### config.mk
export PLATFORM = sky130hd
export DESIGN_NAME = code_onehot_player
export DESIGN_NICKNAME = d
export VERILOG_FILES = /design/src/rtl/npc_codec_pkg.sv /design/src/rtl/code_fifo.sv /design/src/rtl/code_onehot_player.sv
export SDC_FILE = /design/constraint.sdc
export NUM_CORES = 1
export LEC_CHECK = 0
export CORE_ASPECT_RATIO = 0.5
export CORE_MARGIN = 5
export CORE_UTILIZATION = 40
export CTS_BUF_LIST = sky130_fd_sc_hd__clkbuf_16
export DETAILED_ROUTE_END_ITERATION = 10
export GPL_ROUTABILITY_DRIVEN = 1
export PLACE_DENSITY = 0.62
export SLEW_MARGIN = 20
export SYNTH_ARGS = -nofsm -noshare
export SYNTH_HDL_FRONTEND = slang
export SYNTH_HIERARCHICAL = 1
export SYNTH_SLANG_ARGS = --single-unit
export TNS_END_PERCENT = 5
### constraint.sdc
create_clock -name clk -period 3.3 [get_ports clk]
set_input_delay 0.66 -clock clk [delete_from_list [all_inputs] [get_ports clk]]
set_output_delay 0.66 -clock clk [all_outputs]
set_load 0.05 [all_outputs]
### src/rtl/npc_codec_pkg.sv
// -----------------------------------------------------------------------------
// npc_codec_pkg
// Shared definitions for the priority-encoder / one-hot player codec path.
// Both the encoder side and the player side import this package.
//   CODE_W   : width of a binary code (3 -> codes 0..7)
//   ONEHOT_W : width of the decoded one-hot display (8)
//   play_state_e : playback FSM states
//   onehot_decode : binary code -> one-hot byte
// -----------------------------------------------------------------------------
package npc_codec_pkg;

   localparam int CODE_W   = 3;
   localparam int ONEHOT_W = 8;

   typedef enum logic {
      IDLE = 1'b0,
      SHOW = 1'b1
   } play_state_e;

   function automatic logic [ONEHOT_W-1:0] onehot_decode(input logic [CODE_W-1:0] code);
      logic [ONEHOT_W-1:0] res;
      res = '0;
      res[code] = 1'b1;
      return res;
   endfunction

endpackage

### src/rtl/code_fifo.sv
// -----------------------------------------------------------------------------
// code_fifo
// Synchronous FIFO, power-of-two depth, first-word-fall-through read port
// (dout always shows the head entry).
// Ports:
//   clk, rst_n : clock, asynchronous active-low reset
//   clr        : synchronous flush, wins over push and pop
//   push, din  : write request / data (ignored when full)
//   pop        : read request (ignored when empty)
//   dout       : head entry
//   count      : occupancy 0..DEPTH
//   full/empty : occupancy flags
// -----------------------------------------------------------------------------
module code_fifo #(
   parameter int W     = 3,
   parameter int DEPTH = 4
) (
   input  logic                     clk,
   input  logic                     rst_n,
   input  logic                     clr,
   input  logic                     push,
   input  logic [W-1:0]             din,
   input  logic                     pop,
   output logic [W-1:0]             dout,
   output logic [$clog2(DEPTH):0]   count,
   output logic                     full,
   output logic                     empty
);

   localparam int PTR_W = $clog2(DEPTH);
   localparam int CNT_W = PTR_W + 1;

   logic [W-1:0]     mem_q [DEPTH];
   logic [PTR_W-1:0] wr_ptr_q, wr_ptr_d;
   logic [PTR_W-1:0] rd_ptr_q, rd_ptr_d;
   logic [CNT_W-1:0] count_q, count_d;
   logic             do_push;
   logic             do_pop;

   assign full    = (count_q == CNT_W'(DEPTH));
   assign empty   = (count_q == '0);
   assign do_push = push && !full && !clr;
   assign do_pop  = pop && !empty && !clr;
   assign dout    = mem_q[rd_ptr_q];
   assign count   = count_q;

   // Pointers wrap naturally because DEPTH is a power of two.
   always_comb begin
      wr_ptr_d = wr_ptr_q;
      rd_ptr_d = rd_ptr_q;
      count_d  = count_q;
      if (clr) begin
         wr_ptr_d = '0;
         rd_ptr_d = '0;
         count_d  = '0;
      end else begin
         if (do_push) wr_ptr_d = wr_ptr_q + PTR_W'(1);
         if (do_pop)  rd_ptr_d = rd_ptr_q + PTR_W'(1);
         case ({do_push, do_pop})
            2'b10:   count_d = count_q + CNT_W'(1);
            2'b01:   count_d = count_q - CNT_W'(1);
            default: count_d = count_q;
         endcase
      end
   end

   always_ff @(posedge clk or negedge rst_n) begin
      if (!rst_n) begin
         wr_ptr_q <= '0;
         rd_ptr_q <= '0;
         count_q  <= '0;
      end else begin
         wr_ptr_q <= wr_ptr_d;
         rd_ptr_q <= rd_ptr_d;
         count_q  <= count_d;
      end
   end

   // Storage is data only; occupancy tracking makes stale entries harmless.
   always_ff @(posedge clk) begin
      if (do_push) mem_q[wr_ptr_q] <= din;
   end

endmodule

### src/rtl/code_onehot_player.sv
// -----------------------------------------------------------------------------
// code_onehot_player
// Sequenced 3-to-8 decoder. Queues incoming codes in a FIFO and plays each
// one back as a registered one-hot byte for HOLD enabled cycles.
// Ports:
//   clk, rst_n : clock, asynchronous active-low reset
//   clr        : synchronous flush of FIFO and playback
//   en         : hold-counter tick; playback freezes while low
//   in_valid/in_ready/in_code : code input handshake (in_ready = !full)
//   out        : registered one-hot display, 8'h00 when idle
//   out_valid  : high while a code is displayed
//   count      : FIFO occupancy
// -----------------------------------------------------------------------------
module code_onehot_player
   import npc_codec_pkg::*;
#(
   parameter int DEPTH = 4,
   parameter int HOLD  = 16
) (
   input  logic                     clk,
   input  logic                     rst_n,
   input  logic                     clr,
   input  logic                     en,
   input  logic                     in_valid,
   output logic                     in_ready,
   input  logic [CODE_W-1:0]        in_code,
   output logic [ONEHOT_W-1:0]      out,
   output logic                     out_valid,
   output logic [$clog2(DEPTH):0]   count
);

   localparam int HC_W = (HOLD > 1) ? $clog2(HOLD) : 1;
   localparam logic [HC_W-1:0] HOLD_RELOAD = HC_W'(HOLD - 1);

   play_state_e         state_q, state_d;
   logic [HC_W-1:0]     hold_q, hold_d;
   logic [ONEHOT_W-1:0] out_q, out_d;
   logic                vld_q, vld_d;

   logic                fifo_full;
   logic                fifo_empty;
   logic                fifo_pop;
   logic [CODE_W-1:0]   fifo_head;

   code_fifo #(
      .W     (CODE_W),
      .DEPTH (DEPTH)
   ) u_fifo (
      .clk   (clk),
      .rst_n (rst_n),
      .clr   (clr),
      .push  (in_valid && in_ready),
      .din   (in_code),
      .pop   (fifo_pop),
      .dout  (fifo_head),
      .count (count),
      .full  (fifo_full),
      .empty (fifo_empty)
   );

   assign in_ready  = !fifo_full;
   assign out       = out_q;
   assign out_valid = vld_q;

   always_comb begin
      state_d  = state_q;
      hold_d   = hold_q;
      out_d    = out_q;
      vld_d    = vld_q;
      fifo_pop = 1'b0;
      if (clr) begin
         state_d = IDLE;
         hold_d  = '0;
         out_d   = '0;
         vld_d   = 1'b0;
      end else begin
         case (state_q)
            IDLE: begin
               // Loading from IDLE does not wait for en.
               if (!fifo_empty) begin
                  fifo_pop = 1'b1;
                  out_d    = onehot_decode(fifo_head);
                  vld_d    = 1'b1;
                  hold_d   = HOLD_RELOAD;
                  state_d  = SHOW;
               end
            end
            SHOW: begin
               if (en) begin
                  if (hold_q != '0) begin
                     hold_d = hold_q - HC_W'(1);
                  end else if (!fifo_empty) begin
                     // Back-to-back: next code replaces current on the same edge.
                     fifo_pop = 1'b1;
                     out_d    = onehot_decode(fifo_head);
                     hold_d   = HOLD_RELOAD;
                  end else begin
                     out_d   = '0;
                     vld_d   = 1'b0;
                     state_d = IDLE;
                  end
               end
            end
            default: begin
               state_d = IDLE;
               hold_d  = '0;
               out_d   = '0;
               vld_d   = 1'b0;
            end
         endcase
      end
   end

   always_ff @(posedge clk or negedge rst_n) begin
      if (!rst_n) begin
         state_q <= IDLE;
         hold_q  <= '0;
         out_q   <= '0;
         vld_q   <= 1'b0;
      end else begin
         state_q <= state_d;
         hold_q  <= hold_d;
         out_q   <= out_d;
         vld_q   <= vld_d;
      end
   end

endmodule
After elaboration in Yosys (flattened, before gate mapping)

Memories as Yosys holds them, arrays and structs flattened.
Index checks and enable logic that the tools add are counted.

Register bits after elaboration: 21
Bits in writable memories: 12
Input bits: 8
Output and inout port bits: 13
Logic and storage cells: 75
Memories: 1

$add $sub $neg: 5
Magnitude comparators: 2
Equal/unequal tests: 7
Multiplexer cells: 36
Bitwise operators: 1
Reductions and logical operators: 16

Memory list:

| memory       | words | bits a word | rd ports | clocked after memory_dff | wr ports | line            | RTL |
|---|---|---|---|---|---|---|---|
| u_fifo.mem_q | 4     | 3           | 1        | 0                        | 1        | code_fifo.sv:33 | `logic [W-1:0] mem_q [DEPTH];` |

Operators by type and width:

| kind                                                       | count |
|---|---|
| 2-to-1 mux 8 bit                                           | 5 |
| 2-to-1 mux 4 bit                                           | 4 |
| one-hot mux 8 bit (2 select lines)                         | 1 |
| 2-to-1 mux 1 bit                                           | 15 |
| inequality test 3 bit, second input constant               | 3 |
| 2-to-1 mux 2 bit                                           | 4 |
| one-hot mux 4 bit (2 select lines)                         | 1 |
| logical AND 1 bit                                          | 6 |
| one-hot mux 1 bit (2 select lines)                         | 3 |
| one-hot mux 3 bit (2 select lines)                         | 1 |
| adder 2 x 1 -> 2 bit, second input constant                | 2 |
| less-than comparator 3 x 4 -> 1 bit, second input constant | 1 |
| AND reduction 4 bit                                        | 1 |
| nonzero test 2 bit                                         | 2 |
| nonzero test 4 bit                                         | 1 |
| subtractor 4 x 1 -> 4 bit, second input constant           | 1 |
| adder 3 x 1 -> 3 bit, second input constant                | 1 |
| demux 1 bit (select 3 bit)                                 | 1 |
| equality test 3 bit, second input constant                 | 1 |
| >= comparator 3 x 1 -> 1 bit, second input constant        | 1 |
| logical NOT 1 bit                                          | 3 |
| logical NOT 3 bit                                          | 1 |
| 2-to-1 mux 3 bit                                           | 1 |
| inequality test 3 x 2 -> 1 bit, second input constant      | 1 |
| other kinds (6)                                            | 6 |

Logic depth before layout (Yosys ltp)

Gate-level depths: netlist of the first run.

Depth after elaboration: 11
Mapped depth: 12
Mapped depth without buffers: 10

Modules after synthesis

Netlist of the first run, hierarchy kept.

By module, submodules not included:

| module             | instances | cells each | area an instance (sq um) | seq. area each (sq um) |
|---|---|---|---|---|
| code_fifo          | 1         | 81         | 1,003.5                  | 535.5 |
| code_onehot_player | 1         | 70         | 757.0                    | 350.3 |

Worst setup path after synthesis of the first run

No wires, ideal clock.

Kind: register to register
Start: reg u_fifo.count_q[0], in the netlist u_fifo/count[0]
End: reg u_fifo.count_q[1], in the netlist u_fifo/count[1]
Library setup time: 0.136 ns
Data arrival time: 2.427 ns
Data required time: 3.164 ns
Path slack: 0.738 ns
Stages on the path, launching flop included: 11
Buffers on the path: 2
Clock period less this slack: 2.562 ns
Path through: dfrtp_1 -> buf_6 -> nor3_2 -> buf_2 -> a211oi_1 -> nand2b_1 -> nor3_1 -> fa_1 -> o311a_1 -> a21oi_1 -> nor3_1

Word-level cells in the longest chain between the ends: 11
Elaborated cells on any way between the ends: 21
Those cells by class: 2 x add/sub; 3 x eq/ne; 7 x mux; 9 x reduce/logical

RTL lines:

| item                                                                       | line                                               | RTL |
|---|---|---|
| start: declaration                                                         | code_fifo.sv:36                                    | `logic [CNT_W-1:0] count_q, count_d;` |
| start signal: assignment                                                   | code_fifo.sv:75                                    | `count_q <= count_d;` |
| logical NOT 3 bit *                                                        | code_fifo.sv:41                                    | `assign empty = (count_q == '0);` |
| via fifo_empty                                                             | code_onehot_player.sv:41                           | `logic fifo_empty;` |
| 2-to-1 mux 1 bit *                                                         | code_onehot_player.sv:80, code_onehot_player.sv:92 |  |
| 2-to-1 mux 1 bit                                                           | code_onehot_player.sv:90                           | `if (hold_q != '0) begin` |
| 2-to-1 mux 1 bit                                                           | code_onehot_player.sv:89                           | `if (en) begin` |
| one-hot mux 1 bit (2 select lines) *                                       | code_onehot_player.sv:77                           | `case (state_q)` |
| 2-to-1 mux 1 bit *                                                         | code_onehot_player.sv:71                           | `if (clr) begin` |
| via fifo_pop                                                               | code_onehot_player.sv:42                           | `logic fifo_pop;` |
| logical AND 1 bit * (2 in series)                                          | code_fifo.sv:43                                    | `assign do_pop = pop && !empty && !clr;` |
| equality test 2 x 1 -> 1 bit / equality test 2 bit (equally long branches) | code_fifo.sv:59                                    | `case ({do_push, do_pop})` |
| one-hot mux 3 bit (2 select lines)                                         | code_fifo.sv:59                                    |  |
| 2-to-1 mux 3 bit                                                           | code_fifo.sv:52                                    | `if (clr) begin` |

The timed path passes the listed nets; every way through them passes the cells marked *.
A chain may end at the register's enable or synchronous reset.

Final worst setup path of the first run

Start: in en
End: reg u_fifo.count_q[1], in the netlist u_fifo/count[1]

Word-level cells in the longest chain between the ends: 8
Elaborated cells on any way between the ends: 10
Those cells by class: 2 x eq/ne; 5 x mux; 3 x reduce/logical

RTL lines:

| item                                                                       | line                     | RTL |
|---|---|---|
| start: declaration                                                         | code_onehot_player.sv:23 | `input logic en,` |
| 2-to-1 mux 1 bit *                                                         | code_onehot_player.sv:89 |  |
| one-hot mux 1 bit (2 select lines) *                                       | code_onehot_player.sv:77 |  |
| 2-to-1 mux 1 bit *                                                         | code_onehot_player.sv:71 |  |
| via fifo_pop                                                               | code_onehot_player.sv:42 |  |
| logical AND 1 bit * (2 in series)                                          | code_fifo.sv:43          |  |
| equality test 2 x 1 -> 1 bit / equality test 2 bit (equally long branches) | code_fifo.sv:59          |  |
| one-hot mux 3 bit (2 select lines)                                         | code_fifo.sv:59          |  |
| 2-to-1 mux 3 bit                                                           | code_fifo.sv:52          |  |

Marks and branches as above.

==> results of run 1 <==
==> registers in the layout (all words and copies together), names as in the netlist <==
register	count
u_fifo/rd_ptr_q	2
out_valid	1
u_fifo/count	3
state_q	1
u_fifo/mem_q	12
u_fifo/wr_ptr_q	2
out	8
hold_q	4
==> layer usage <==
metal | global-route usage [%] | vias up | routed length [µm]
met2 | 20.2 | 9 | 1760
li1 | - | 611 | -
met3 | 4.25 | 2 | 87
met4 | 3.32 | 0 | 24
met1 | 17.7 | 606 | 1690
met5 | 0 | - | 0
==> area by class of cell <==
cell class              instances  area share (%)
clock buffers                   5            5.80
repair buffers                 26            11.4
well taps                      57            3.30
multi-input cells              99            36.2
inverters                      10            1.74
flip-flops and latches         33            41.0
clock inverters                 3           0.522
==> per-stage QoR <==
step | utilization (%) | instance area (µm²)
floorplan | - | 1760
global placement | 46.8 | 2020
detailed placement | 46.8 | 2020
CTS | 50.0 | 2160
global route | 50.0 | 2160
finish | 50.0 | 2160
==> power groups by stage <==
stage	sequential [mW]	combinational, mW	clock (mW)
floorplan	0.535	0.240	0
global placement	0.518	0.354	0
detailed placement	0.520	0.357	0
CTS	0.513	0.360	0.428
global route	0.521	0.393	0.453
finish	0.513	0.359	0.418
==> placed cells by master, fill, tap and decap left out, drive strengths merged, types with 5 or more instances in the layout <==
| cell type | n |
|---|---|
| nand2b | 5 |
| a21oi | 6 |
| edfxtp | 12 |
| inv | 12 |
| buf | 6 |
| clkbuf | 5 |
| ha | 6 |
| dfrtp | 21 |
| o21ai | 7 |
| clkdlybuf4s50 | 20 |
| nor2 | 11 |
==> logic make-up after synthesis <==
group           count (synthesis)  share of synthesized area [%]
buf+inv                        19                           5.26
fa+ha+maj                       7                           5.40
xor+xnor                        4                           1.99
mux                             4                           4.41
simple gates                   46                           16.3
compound gates                 38                           16.3
flops                          33                           50.3
==> worst max-delay path: stages <==
cell                              delay [ns]
sky130_fd_sc_hd__clkdlybuf4s50_1        0.55
sky130_fd_sc_hd__nand4bb_1              0.15
sky130_fd_sc_hd__a211oi_1               0.32
sky130_fd_sc_hd__nand2b_1               0.14
sky130_fd_sc_hd__nor3_1                 0.23
sky130_fd_sc_hd__fa_1                   0.48
sky130_fd_sc_hd__o311a_1                0.12
sky130_fd_sc_hd__a21oi_1                0.13
sky130_fd_sc_hd__nor3_1                 0.07
==> final timing paths <==
path,startpoint,to,slack (ns)
setup reg to reg,hold_q[0]$_DFFE_PN0P_,u_fifo/count[1]$_DFFE_PN0P_,0.79
hold reg to reg,out[6]$_DFFE_PN0P_,out[6]$_DFFE_PN0P_,0.49
max in group asynchronous,rst_n,u_fifo/wr_ptr_q[1]$_DFFE_PN0P_,2.33
min in group asynchronous,rst_n,hold_q[0]$_DFFE_PN0P_,0.73
hold / removal,out[6]$_DFFE_PN0P_,out[6]$_DFFE_PN0P_,0.49
setup / recovery,en,u_fifo/count[1]$_DFFE_PN0P_,0.60
==> impl_metrics.json, run 1 <==
{
  "outcome": "finished, final reports clean",
  "tritoncts.num_buffers": 5,
  "worst_ep_required_time_ns": 3.45,
  "power.leakage_nw": 0.852,
  "setup_viol": 0,
  "post_cts_resize_count": 0,
  "switching_share_pct": 31.0,
  "route.detailed.vias_per_inst": 5.27,
  "cts_tree": "built",
  "clk_path_buf_depth": 2,
  "async_flop_share_pct": 63.6,
  "power_per_cell_area_nw_per_um2": 597,
  "synthFlopType": "sky130_fd_sc_hd__dfrtp_1",
  "cp.arrival_ns": 2.84,
  "internal_power_mw": 0.890,
  "worst_hold_path_type": "reg2reg",
  "finalSetupTns_ns": 0,
  "core_area_um2": 4320,
  "firstDrtPassIters": 4,
  "cp_max_fo": 6,
  "synth_most_common_cell": "sky130_fd_sc_hd__dfrtp_1",
  "via_count_of_the_first_global_routing_pass": 1207,
  "drt.antenna.violating_nets": 0,
  "final_skew_ns": 0.00580,
  "depth_of_the_worst_register_to_register_path": 10,
  "floorplan.die.height_um": 56.9,
  "hold_buffers": 0,
  "timing_hold_violations_final": 0,
  "post-route-worst-setup-slack_ns": 0.604,
  "grt_use_total_pct": 13.0,
  "tightest_slew_ns": 0.507,
  "clock_latency_ns": 0.27,
  "post-place-ws_ns": 0.335,
  "area.sequential_um2": 886,
  "core.rowCount": 17,
  "synth.cells.most_frequent": "21 x sky130_fd_sc_hd__dfrtp_1, 12 x sky130_fd_sc_hd__edfxtp_1, 11 x sky130_fd_sc_hd__nor2_1",
  "syn_avg_cell_area_um2": 11.7,
  "clock_period_minus_final_worst_setup_slack_ns": 2.70,
  "yosysWarningCount": 6,
  "layout.nets": 190,
  "timing.hold.worst_path_depth": 1,
  "synth_top_area_share_pct": 29.9,
  "post-cts-setup-buffers": 0,
  "synthesis.instances": 151,
  "post-layout-total-power_mw": 1.29,
  "synth_seq_cells": 33,
  "synth.lib_cells_used.distinct": 52,
  "i_o_buffers": 20,
  "place.gp.congestion": 0.832,
  "layout-drive-gt1-share_pct": 11.4,
  "ys_seq_area_share_pct": 50.3,
  "number_of_antenna_violations_at_the_first_check_in_global_routing": 0,
  "drt_wl_total_um": 3560,
  "cp-start-kind": "input port",
  "synth.cell_area_um2": 1760,
  "share_comb_of_total_power_pct": 27.9,
  "grt_pass1_wl_um": 6150,
  "power_switching_mw": 0.400,
  "clkSinkCount": 33,
  "chipWidth_um": 104,
  "dr_total_vias": 1228,
  "clock-root-buffer": "sky130_fd_sc_hd__clkbuf_16",
  "synth_area_leader_cell": "sky130_fd_sc_hd__dfrtp_1",
  "power.ir.vdd_worst_mv": 0.200,
  "numPlacedInstances": 225,
  "hpwl_um": 2580,
  "fmaxAchievable_mhz": 371,
  "synth_enable_flop_cells": 12,
  "synth.area.top_cells": "sky130_fd_sc_hd__dfrtp_1 30%, sky130_fd_sc_hd__edfxtp_1 20%, sky130_fd_sc_hd__ha_1 4.3%",
  "post_detailed_route_wirelength_per_cell_um": 15.3,
  "final_cell_count_without_fillers": 233,
  "diodes": 0,
  "area.growth.synth_to_final_pct": 22.6,
  "critical_path_class": "in2reg",
  "maximum_number_of_pins_on_one_net_before_global_route_repair": 23,
  "power.clock.fraction_pct": 32.4,
  "rsz0062_at_grt": "false",
  "net_count_after_synthesis": 166,
  "min_period_over_period_pct": 81.7,
  "endpoint_kind": "flop",
  "slew_limit_fails": 0,
  "drt-initial-drc-count": 54,
  "cts.reportedPaths.clkPinSlew_ns": 0.05,
  "initial_utilization_pct": 40.8,
  "fillCellCount": 397,
  "grt_overflow": 0,
  "ctsHtreeMaxLevel": 2,
  "fp.dieArea_um2": 5910,
  "multi_input_comb_area_um2": 782,
  "maxSlewHeadroom_pct": 65.7,
  "reg_power_share_pct": 39.8,
  "cap_viol_max_count": 0,
  "route.detailed.drc": 0,
  "hold_ws_ns": 0.492,
  "design.portCount": 21
}
(Power assumes the default switching activity.)
==> run 2, diff against run 1 <==
- clock period: 3.3 -> 2.6 ns (I/O delays scaled with it)
==> impl_metrics.json, run 2 (synthesis results as in run 1) <==
{
  "clkSinkCount": 33,
  "max_reg_flops": 12,
  "cts_tree": "built",
  "post-layout-total-power_mw": 1.73,
  "maxSlewHeadroom_pct": 66.0,
  "fmaxAchievable_mhz": 422,
  "grt_use_total_pct": 12.5,
  "worst_hold_path_type": "reg2reg",
  "power.clock.fraction_pct": 34.9,
  "clock_period_minus_final_worst_setup_slack_ns": 2.37,
  "post-place-ws_ns": -0.123,
  "power_switching_mw": 0.523,
  "floorplan.die.height_um": 56.9,
  "clock_latency_ns": 0.27,
  "route.detailed.drc": 0,
  "fp.dieArea_um2": 5910,
  "tightest_slew_ns": 0.503,
  "core.rowCount": 17,
  "ctsHtreeMaxLevel": 2,
  "min_period_over_period_pct": 91.1,
  "i_o_buffers": 20,
  "drt-initial-drc-count": 51,
  "critical_path_class": "in2reg",
  "route.detailed.vias_per_inst": 5.25,
  "initial_utilization_pct": 40.8,
  "number_of_antenna_violations_at_the_first_check_in_global_routing": 0,
  "regMostFlops": "u_fifo/mem_q",
  "rsz0062_at_grt": "false",
  "place.gp.congestion": 0.806,
  "switching_share_pct": 30.2,
  "slew_limit_fails": 0,
  "mostFrequentLayoutCell": "sky130_fd_sc_hd__dfrtp_1",
  "timing_hold_violations_final": 0,
  "grt_overflow": 0,
  "drt.antenna.violating_nets": 0,
  "grt_pass1_wl_um": 6030,
  "chipWidth_um": 104,
  "post-route-worst-setup-slack_ns": 0.233,
  "post_detailed_route_wirelength_per_cell_um": 14.2,
  "share_comb_of_total_power_pct": 28.3,
  "drt_wl_total_um": 3380,
  "post-cts-setup-buffers": 0,
  "layout.cells.most_common_list": "21 x sky130_fd_sc_hd__dfrtp_1, 19 x sky130_fd_sc_hd__clkdlybuf4s50_1, 12 x sky130_fd_sc_hd__buf_4, 12 x sky130_fd_sc_hd__edfxtp_1, 11 x sky130_fd_sc_hd__nor2_1",
  "internal_power_mw": 1.21,
  "crit_slowest_cell": "sky130_fd_sc_hd__clkdlybuf4s50_1",
  "power.ir.vdd_worst_mv": 0.296,
  "power_per_cell_area_nw_per_um2": 775,
  "cp_max_fo": 2,
  "area.growth.synth_to_final_pct": 27.1,
  "dr_total_vias": 1255,
  "cp.arrival_ns": 2.52,
  "tritoncts.num_buffers": 5,
  "final_skew_ns": 0.00517,
  "core_area_um2": 4320,
  "via_count_of_the_first_global_routing_pass": 1219,
  "diodes": 0,
  "clock-root-buffer": "sky130_fd_sc_hd__clkbuf_16",
  "cap_viol_max_count": 0,
  "endpoint_kind": "flop",
  "layout-drive-gt1-share_pct": 15.9,
  "firstDrtPassIters": 4,
  "layout.nets": 196,
  "worstPathCellList": "clkdlybuf4s50_1, nand4bb_1, a211oi_2, nand2b_1, nor3_2, fa_1, o311a_1, a21oi_1, nor3_1",
  "design.portCount": 21,
  "fillCellCount": 399,
  "critical_path.max_stage_delay_ns": 0.48,
  "hpwl_um": 2440,
  "cts.reportedPaths.clkPinSlew_ns": 0.06,
  "setup_viol": 0,
  "worst_ep_required_time_ns": 2.75,
  "clk_path_buf_depth": 2,
  "reg_power_share_pct": 36.8,
  "maximum_number_of_pins_on_one_net_before_global_route_repair": 23,
  "power.leakage_nw": 0.890,
  "cp-start-kind": "input port",
  "outcome": "finished, final reports clean"
}
==> run 2: worst paths after layout <==
check / from / endpoint / slack [ns] / cells after the start
max in group asynchronous: rst_n / u_fifo/wr_ptr_q[0]$_DFFE_PN0P_ / 1.77 / 2
setup reg to reg: hold_q[0]$_DFFE_PN0P_ / u_fifo/count[1]$_DFFE_PN0P_ / 0.27 / 10
min in group asynchronous: rst_n / hold_q[1]$_DFFE_PN0P_ / 0.59 / 2
hold reg to reg: out[6]$_DFFE_PN0P_ / out[6]$_DFFE_PN0P_ / 0.49 / 1
hold / removal: out[6]$_DFFE_PN0P_ / out[6]$_DFFE_PN0P_ / 0.49 / 1
setup / recovery: en / u_fifo/count[1]$_DFFE_PN0P_ / 0.23 / 9
==> run 2: timing repair <==
action                                  4_1_cts  5_1_grt
endpoints found under the setup margin        0        2
hold buffers                                  0        0
gates resized for setup                       0        3
==> run 2: stage by stage <==
step                      area (µm²)  setup TNS, ns  hold WS [ns]  utilization (%)  std cells
after floorplan                 1760              0         0.224                -        151
after detailed placement        2070         -0.123         0.484             47.9        231
final                           2240              0         0.493             51.8        239
after global routing            2240              0         0.526             51.8        239
after CTS                       2220              0         0.495             51.5        239
after global placement          2070         -0.101         0.480             47.9        231
==> run 2: area by class of cell <==
| cell class | count | area [µm²] | share of cell area, % |
|---|---|---|---|
| tap | 57 | 71.3 | 3.19 |
| sequential | 33 | 886 | 39.6 |
| inverter | 10 | 37.5 | 1.68 |
| clock inverter | 2 | 7.51 | 0.336 |
| clock buffer | 6 | 150 | 6.71 |
| timing repair buffer | 32 | 293 | 13.1 |
| multi-input combinational | 99 | 792 | 35.4 |
==> run 2: layer usage <==
metal	routed length, µm	part of all wire (%)	GRT usage, %
met2	1530	45	17.8
met1	1740	52	18.6
met3	94	2.8	3.56
met5	0	0	0
met4	17	0.50	3.32
==> run 2: power groups by stage <==
stage	Combinational (mW)	Sequential, mW	Clock [mW]
floorplan	0.305	0.679	0
detailed placement	0.487	0.648	0
global route	0.542	0.648	0.640
global placement	0.484	0.647	0
CTS	0.491	0.639	0.617
finish	0.491	0.639	0.604
==> run 2: critical path: cells and delay by family <==
kind	cells	cell delay, ns
AND/OR/NAND/NOR	4	0.54
AO/OA/AOI/OAI	3	0.52
buffers and inverters	1	0.48
adder cells (fa/ha/maj)	1	0.45
==> run 3, diff against run 2 <==
- ABC_CLOCK_PERIOD_IN_PS: default -> 2600
==> results of run 3 <==
No change in the layout: final DEF, timing and power equal those of run 2.
